==> src/rtl/rv32i_types.sv <==
// Shared RV32I core types: fetch-stage FSM encoding, IF/ID payload, NOP encoding.
package rv32i_types;

  typedef enum logic [1:0] {
    START   = 2'd0,
    FETCH   = 2'd1,
    HOLD    = 2'd2,
    DISCARD = 2'd3
  } if_state_t;

  localparam logic [31:0] NOP_INSTR = 32'h00000013;  // addi x0, x0, 0

  typedef struct packed {
    logic [31:0] pc;
    logic [31:0] instr;
  } ifid_t;

endpackage

==> src/rtl/if_stage_ifid_register.sv <==
// IF/ID pipeline register plus a one-entry pending buffer for responses that arrive while decode is stalled.
// Pending occupancy is implied by the fetch FSM being in HOLD, so only the payload is stored here.
module ifid_register
  import rv32i_types::*;
(
  input  logic        clk,
  input  logic        rst_n,
  input  logic        flush_i,
  input  logic        load_i,
  input  logic        park_i,
  input  logic        promote_i,
  input  logic        drop_i,
  input  logic [31:0] fetch_pc_i,
  input  logic [31:0] fetch_instr_i,
  output logic        ifid_valid_o,
  output logic [31:0] ifid_pc_o,
  output logic [31:0] ifid_instr_o
);

  logic  valid_q, valid_d;
  ifid_t ifid_q, ifid_d;
  ifid_t pend_q, pend_d;

  // Controls are mutually exclusive in practice; the order is a safety net.
  always_comb begin
    valid_d = valid_q;
    ifid_d  = ifid_q;
    pend_d  = pend_q;
    if (flush_i) begin
      valid_d = 1'b0;
    end else if (load_i) begin
      valid_d = 1'b1;
      ifid_d  = '{pc: fetch_pc_i, instr: fetch_instr_i};
    end else if (park_i) begin
      pend_d  = '{pc: fetch_pc_i, instr: fetch_instr_i};
    end else if (promote_i) begin
      valid_d = 1'b1;
      ifid_d  = pend_q;
    end else if (drop_i) begin
      valid_d = 1'b0;
    end
  end

  always_ff @(posedge clk or negedge rst_n) begin
    if (!rst_n) begin
      valid_q <= 1'b0;
      ifid_q  <= '{pc: 32'h0, instr: NOP_INSTR};
      pend_q  <= '{pc: 32'h0, instr: NOP_INSTR};
    end else begin
      valid_q <= valid_d;
      ifid_q  <= ifid_d;
      pend_q  <= pend_d;
    end
  end

  assign ifid_valid_o = valid_q;
  assign ifid_pc_o    = ifid_q.pc;
  assign ifid_instr_o = ifid_q.instr;

endmodule

==> src/rtl/if_stage.sv <==
// Instruction fetch: owns the PC, drives the imem port, feeds decode via IF/ID.
// Stalls park one response in a pending buffer; EX redirects flush and discard in-flight fetches.
module if_stage
  import rv32i_types::*;
#(
  parameter logic [31:0] RESET_PC = 32'h00000060
) (
  input  logic        clk,
  input  logic        rst_n,
  output logic        imem_read,
  output logic [31:0] imem_address,
  input  logic [31:0] imem_rdata,
  input  logic        imem_resp,
  input  logic        stall_id,
  input  logic        redirect_valid,
  input  logic [31:0] redirect_target,
  output logic        ifid_valid,
  output logic [31:0] ifid_pc,
  output logic [31:0] ifid_instruction
);

  if_state_t   state_q;
  logic [31:0] pc_q;
  logic [31:0] disc_addr_q;  // address still owed to memory after a redirect

  logic accept, redirect_act, in_fetch_resp;
  logic flush, load, park, promote, drop;

  assign accept        = !ifid_valid || !stall_id;
  assign redirect_act  = redirect_valid && (state_q != START);
  assign in_fetch_resp = !redirect_act && (state_q == FETCH) && imem_resp;

  assign flush   = redirect_act;
  assign load    = in_fetch_resp && accept;
  assign park    = in_fetch_resp && !accept;
  assign promote = !redirect_act && (state_q == HOLD) && !stall_id;
  assign drop    = !redirect_act && (state_q == FETCH) && !imem_resp && accept;

  always_ff @(posedge clk or negedge rst_n) begin
    if (!rst_n) begin
      state_q     <= START;
      pc_q        <= RESET_PC;
      disc_addr_q <= RESET_PC;
    end else if (redirect_act) begin
      pc_q <= redirect_target & 32'hFFFF_FFFC;
      if (state_q == FETCH && !imem_resp) begin
        state_q     <= DISCARD;
        disc_addr_q <= pc_q;
      end else if (state_q == DISCARD && !imem_resp) begin
        state_q <= DISCARD;
      end else begin
        state_q <= FETCH;
      end
    end else begin
      case (state_q)
        START:   state_q <= FETCH;
        FETCH: begin
          if (imem_resp) begin
            pc_q    <= pc_q + 32'd4;
            state_q <= accept ? FETCH : HOLD;
          end
        end
        HOLD:    if (!stall_id) state_q <= FETCH;
        DISCARD: if (imem_resp) state_q <= FETCH;
        default: state_q <= START;
      endcase
    end
  end

  assign imem_read    = (state_q == FETCH) || (state_q == DISCARD);
  assign imem_address = ((state_q == DISCARD) ? disc_addr_q : pc_q) & 32'hFFFF_FFFC;

  ifid_register u_ifid (
    .clk           (clk),
    .rst_n         (rst_n),
    .flush_i       (flush),
    .load_i        (load),
    .park_i        (park),
    .promote_i     (promote),
    .drop_i        (drop),
    .fetch_pc_i    (pc_q),
    .fetch_instr_i (imem_rdata),
    .ifid_valid_o  (ifid_valid),
    .ifid_pc_o     (ifid_pc),
    .ifid_instr_o  (ifid_instruction)
  );

endmodule
==> config.mk <==
export PLATFORM = sky130hd
export DESIGN_NAME = if_stage
export DESIGN_NICKNAME = d
export VERILOG_FILES = /design/src/rtl/rv32i_types.sv /design/src/rtl/if_stage_ifid_register.sv /design/src/rtl/if_stage.sv
export SDC_FILE = /design/constraint.sdc
export NUM_CORES = 1
export LEC_CHECK = 0
export BUFFER_PORTS_ARGS = -buffer_cell sky130_fd_sc_hd__buf_2
export CAP_MARGIN = 5
export CORE_MARGIN = 5
export CORE_UTILIZATION = 45
export DETAILED_ROUTE_END_ITERATION = 7
export HOLD_SLACK_MARGIN = 0.15
export PLACE_DENSITY = 0.67
export SYNTH_ARGS = -nofsm -noshare
export SYNTH_HDL_FRONTEND = slang
export SYNTH_SLANG_ARGS = --single-unit
==> constraint.sdc <==
create_clock -name clk -period 5.55 [get_ports clk]
set_input_delay 0.2775 -clock clk [delete_from_list [all_inputs] [get_ports clk]]
set_output_delay 0.2775 -clock clk [all_outputs]
set_load 0.02 [all_outputs]
==> key figures <==
Global route
  – Gr usage total: 0.193
  – Largest net degree at the start of global routing: a little over 70
  – Number of global-route vias before repair: around 6600
  – Initial antenna violation count: 1
  – First-pass GRT wire length: 34300 µm
  – Total grt overflow: 0

Worst setup path
  – Kind of critical path: flip-flop to flip-flop
  – CP top delay family: simple AND/OR/NAND/NOR gates
  – Worst path cell trace: nor3b_2 -> nand2_1 -> nor2_4 -> buf_4 -> mux2_2
  – Crit path max fanout: 29
  – Crit end category: flip-flop
  – Crit-path slowest cell: nor2_4
  – Worst r2r src: state_q[1]
  – Max stage delay on crit path: about 0.89 ns
  – Worst EP required: roughly 5.9 ns
  – R2r setup slk: between 2 and 2.5 ns
  – Reg2reg end: u_ifid.pend_q[63]
  – Critical path data arrival time: around 3.6 ns
  – Buf+Inv Stages, Crit Path: 1
  – Worst-case reg-to-reg path depth: 5
  – Startpoint type of the worst setup path: flip-flop

Clocking
  – Max H-tree Level: 4
  – Clk buf depth: 2
  – # Post-CTS Setup Buffers: 0
  – Clk slew on worst S/H paths: 0.07 ns
  – Clk Tree Root Cell: clkbuf_16
  – CTS tree: yes
  – Sink Count: 187
  – CTS buffer count: 17
  – Clk Latency, worst-skew pair: roughly 0.42 ns

Yosys
  – Ys flop type: dfrtp_1
  – Post-synth EDFFs: 0
  – Syn Inst Count: 766
  – FF+latch count, synth: between 150 and 200
  – Sequential area share after synthesis: 0.534
  – Count of different cell masters after synthesis: about 60
  – Post-synth ARST share: 1.00
  – Cell area after synthesis: between 8000 and 9000 µm²
  – YS warnings: 0
  – Syn_area_per_cell: about 11 µm²

Timing
  – Max Clk Rate: between 300 and 400 MHz
  – Clock skew: roughly 0.012 ns
  – Tightest Pin Transition: about 1.2 ns
  – Setup TNS: 0 ns
  – Relative slew slack: 0.207
  – Final period utilization: 0.591
  – Final slew viol count: 0
  – Final hold vios: 0
  – Final setup viols: 0
  – Fin crit period: roughly 3.3 ns
  – RSZ-0062 raised after global routing: no

Min path
  – Hold depth: 3
  – Min-delay src: redirect_target[29]
  – Min-delay worst type: input port to flip-flop
  – Hold Crit Endpoint: pc_q[29]

Floorplanning
  – Die height: 150 µm
  – Chip Width: 150 µm
  – Core Area: just under 20000 µm²
  – Row cnt: between 50 and 60
  – Initial core utilization: 0.454
  – Die ar.: approximately 22000 µm²
  – IO Pins: 167

Drt
  – First-pass DRT Iterations: 6
  – Total wire length: around 21000 µm
  – Drt drc: 0
  – DR vias: approximately 6400
  – Vias per inst: between 5 and 6
  – WL/cell: roughly 17 µm
  – ANT nets after route: 0
  – Iter 0 DRT Violations: about 340

Pwr
  – Leakage: 4.99 nW
  – Pwr Density: 397 nW/µm²
  – Worst IR Drop VDD: roughly 230 µV

Cells and area
  – Final core utilization: 0.556
  – Diodes inserted: 0
  – Commonest non-fill, non-tap cells in the layout: dfrtp_1 (177), buf_2 (159), mux2_2 (119), nor2_1 (87), a21oi_1 (84)
  – Nets: slightly above 1000
  – Commonest non-fill, non-tap cell in the layout: dfrtp_1
  – Layout area overhead: 22.4%
  – Fraction of layout cells with a size suffix above 1: 0.367

Flow run
  – Total of max-cap violations: 0

Run status
  – Status: complete, no violations

Placement
  – Count of input and output buffers: 160
  – Post-DP HPWL: 13800 µm
  – RePlAce Congestion: about 0.74
-- metrics by stage --
| step | hold WS (ns) | worst slack (ns) | cell area (µm²) | total power [mW] | instances |
|---|---|---|---|---|---|
| 2_1_floorplan | -0.0181 | 3.68 | 8790 | 2.77 | 769 |
| 3_3_place_gp | 0.290 | 2.24 | 9720 | 3.11 | 1140 |
| 3_5_place_dp | 0.293 | 2.21 | 9720 | 3.15 | 1140 |
| 4_1_cts | 0.152 | 2.20 | 10800 | 4.33 | 1221 |
| 5_1_grt | 0.159 | 2.03 | 10800 | 4.53 | 1221 |
| 6_report | 0.163 | 2.27 | 10800 | 4.27 | 1221 |
-- worst min-delay path, delay by kind of cell --
family	cells	cell delay [ns]
multiplexers	2	0.17
buffers and inverters	1	0.09
-- worst max-delay path by stage --
stage	start	endpoint	slack (ns)	cells after the start
3_3_place_gp	state_q[1]	u_ifid.pend_q[20]	2.24	5
5_1_grt	state_q[1]	u_ifid.pend_q[25]	2.03	5
2_1_floorplan	pc_q[6]	pc_q[23]	3.68	7
6_report	state_q[1]	u_ifid.pend_q[63]	2.27	5
3_5_place_dp	state_q[1]	u_ifid.pend_q[20]	2.21	5
4_1_cts	state_q[1]	u_ifid.pend_q[40]	2.20	5
-- timing repair --
item,4_1_cts,5_1_grt
endpoints found under the hold margin,107,0
gates resized for setup,0,0
hold buffers,49,0
-- cells in the mapped netlist (8+ instances only) --
library cell	number	area (µm²)
buf_2	30	150
o21ai_1	8	40.0
dfstp_2	10	263
nor2_1	89	334
mux2i_1	61	611
mux2_2	119	1340
nand3_1	18	90.1
o21ai_0	10	50.1
buf_4	11	82.6
nand2_1	25	93.8
a21oi_1	84	420
dfrtp_1	177	4430
a22oi_1	9	67.6
clkbuf_1	22	82.6
-- report_power, final --
group / switching, mW / internal (mW)
clock: 0.549 / 0.582
combinational: 0.631 / 0.530
sequential: 0.241 / 1.74
total: 1.42 / 2.85
-- kinds of logic after synthesis --
kind of cell             share of synthesized area
flip-flops                                   0.534
AO/OA/AOI/OAI                                0.102
adder cells (fa/ha/maj)                    0.00142
multiplexers                                 0.226
buffers and inverters                       0.0406
other                                     0.000427
AND/OR/NAND/NOR                             0.0953
-- area by class of cell --
| type | count | area [µm²] |
|---|---|---|
| fill | 1705 | 8580 |
| clock buffer | 18 | 429 |
| multi-input combinational | 510 | 3780 |
| tap | 265 | 332 |
| clock inverter | 14 | 113 |
| timing repair buffer | 220 | 1380 |
| inverter | 7 | 26.3 |
| sequential | 187 | 4690 |
-- sequential cells by signal, indices dropped and copies added (netlist names) --
| name | count |
|---|---|
| disc_addr_q | 30 |
| pc_q | 30 |
| state_q | 2 |
| u_ifid.ifid_instr_o | 32 |
| u_ifid.ifid_pc_o | 30 |
| u_ifid.ifid_valid_o | 1 |
| u_ifid.pend_q | 62 |
-- layer usage --
metal  vias up  global-route usage  wire (µm)
li1       3083                   -          -
met1      3144               0.275      10100
met2       139               0.307       9600
met3        16              0.0357       1030
met4         2              0.0448        235
met5         -                   0         13
Note: power is estimated with default switching activity, not from simulation.
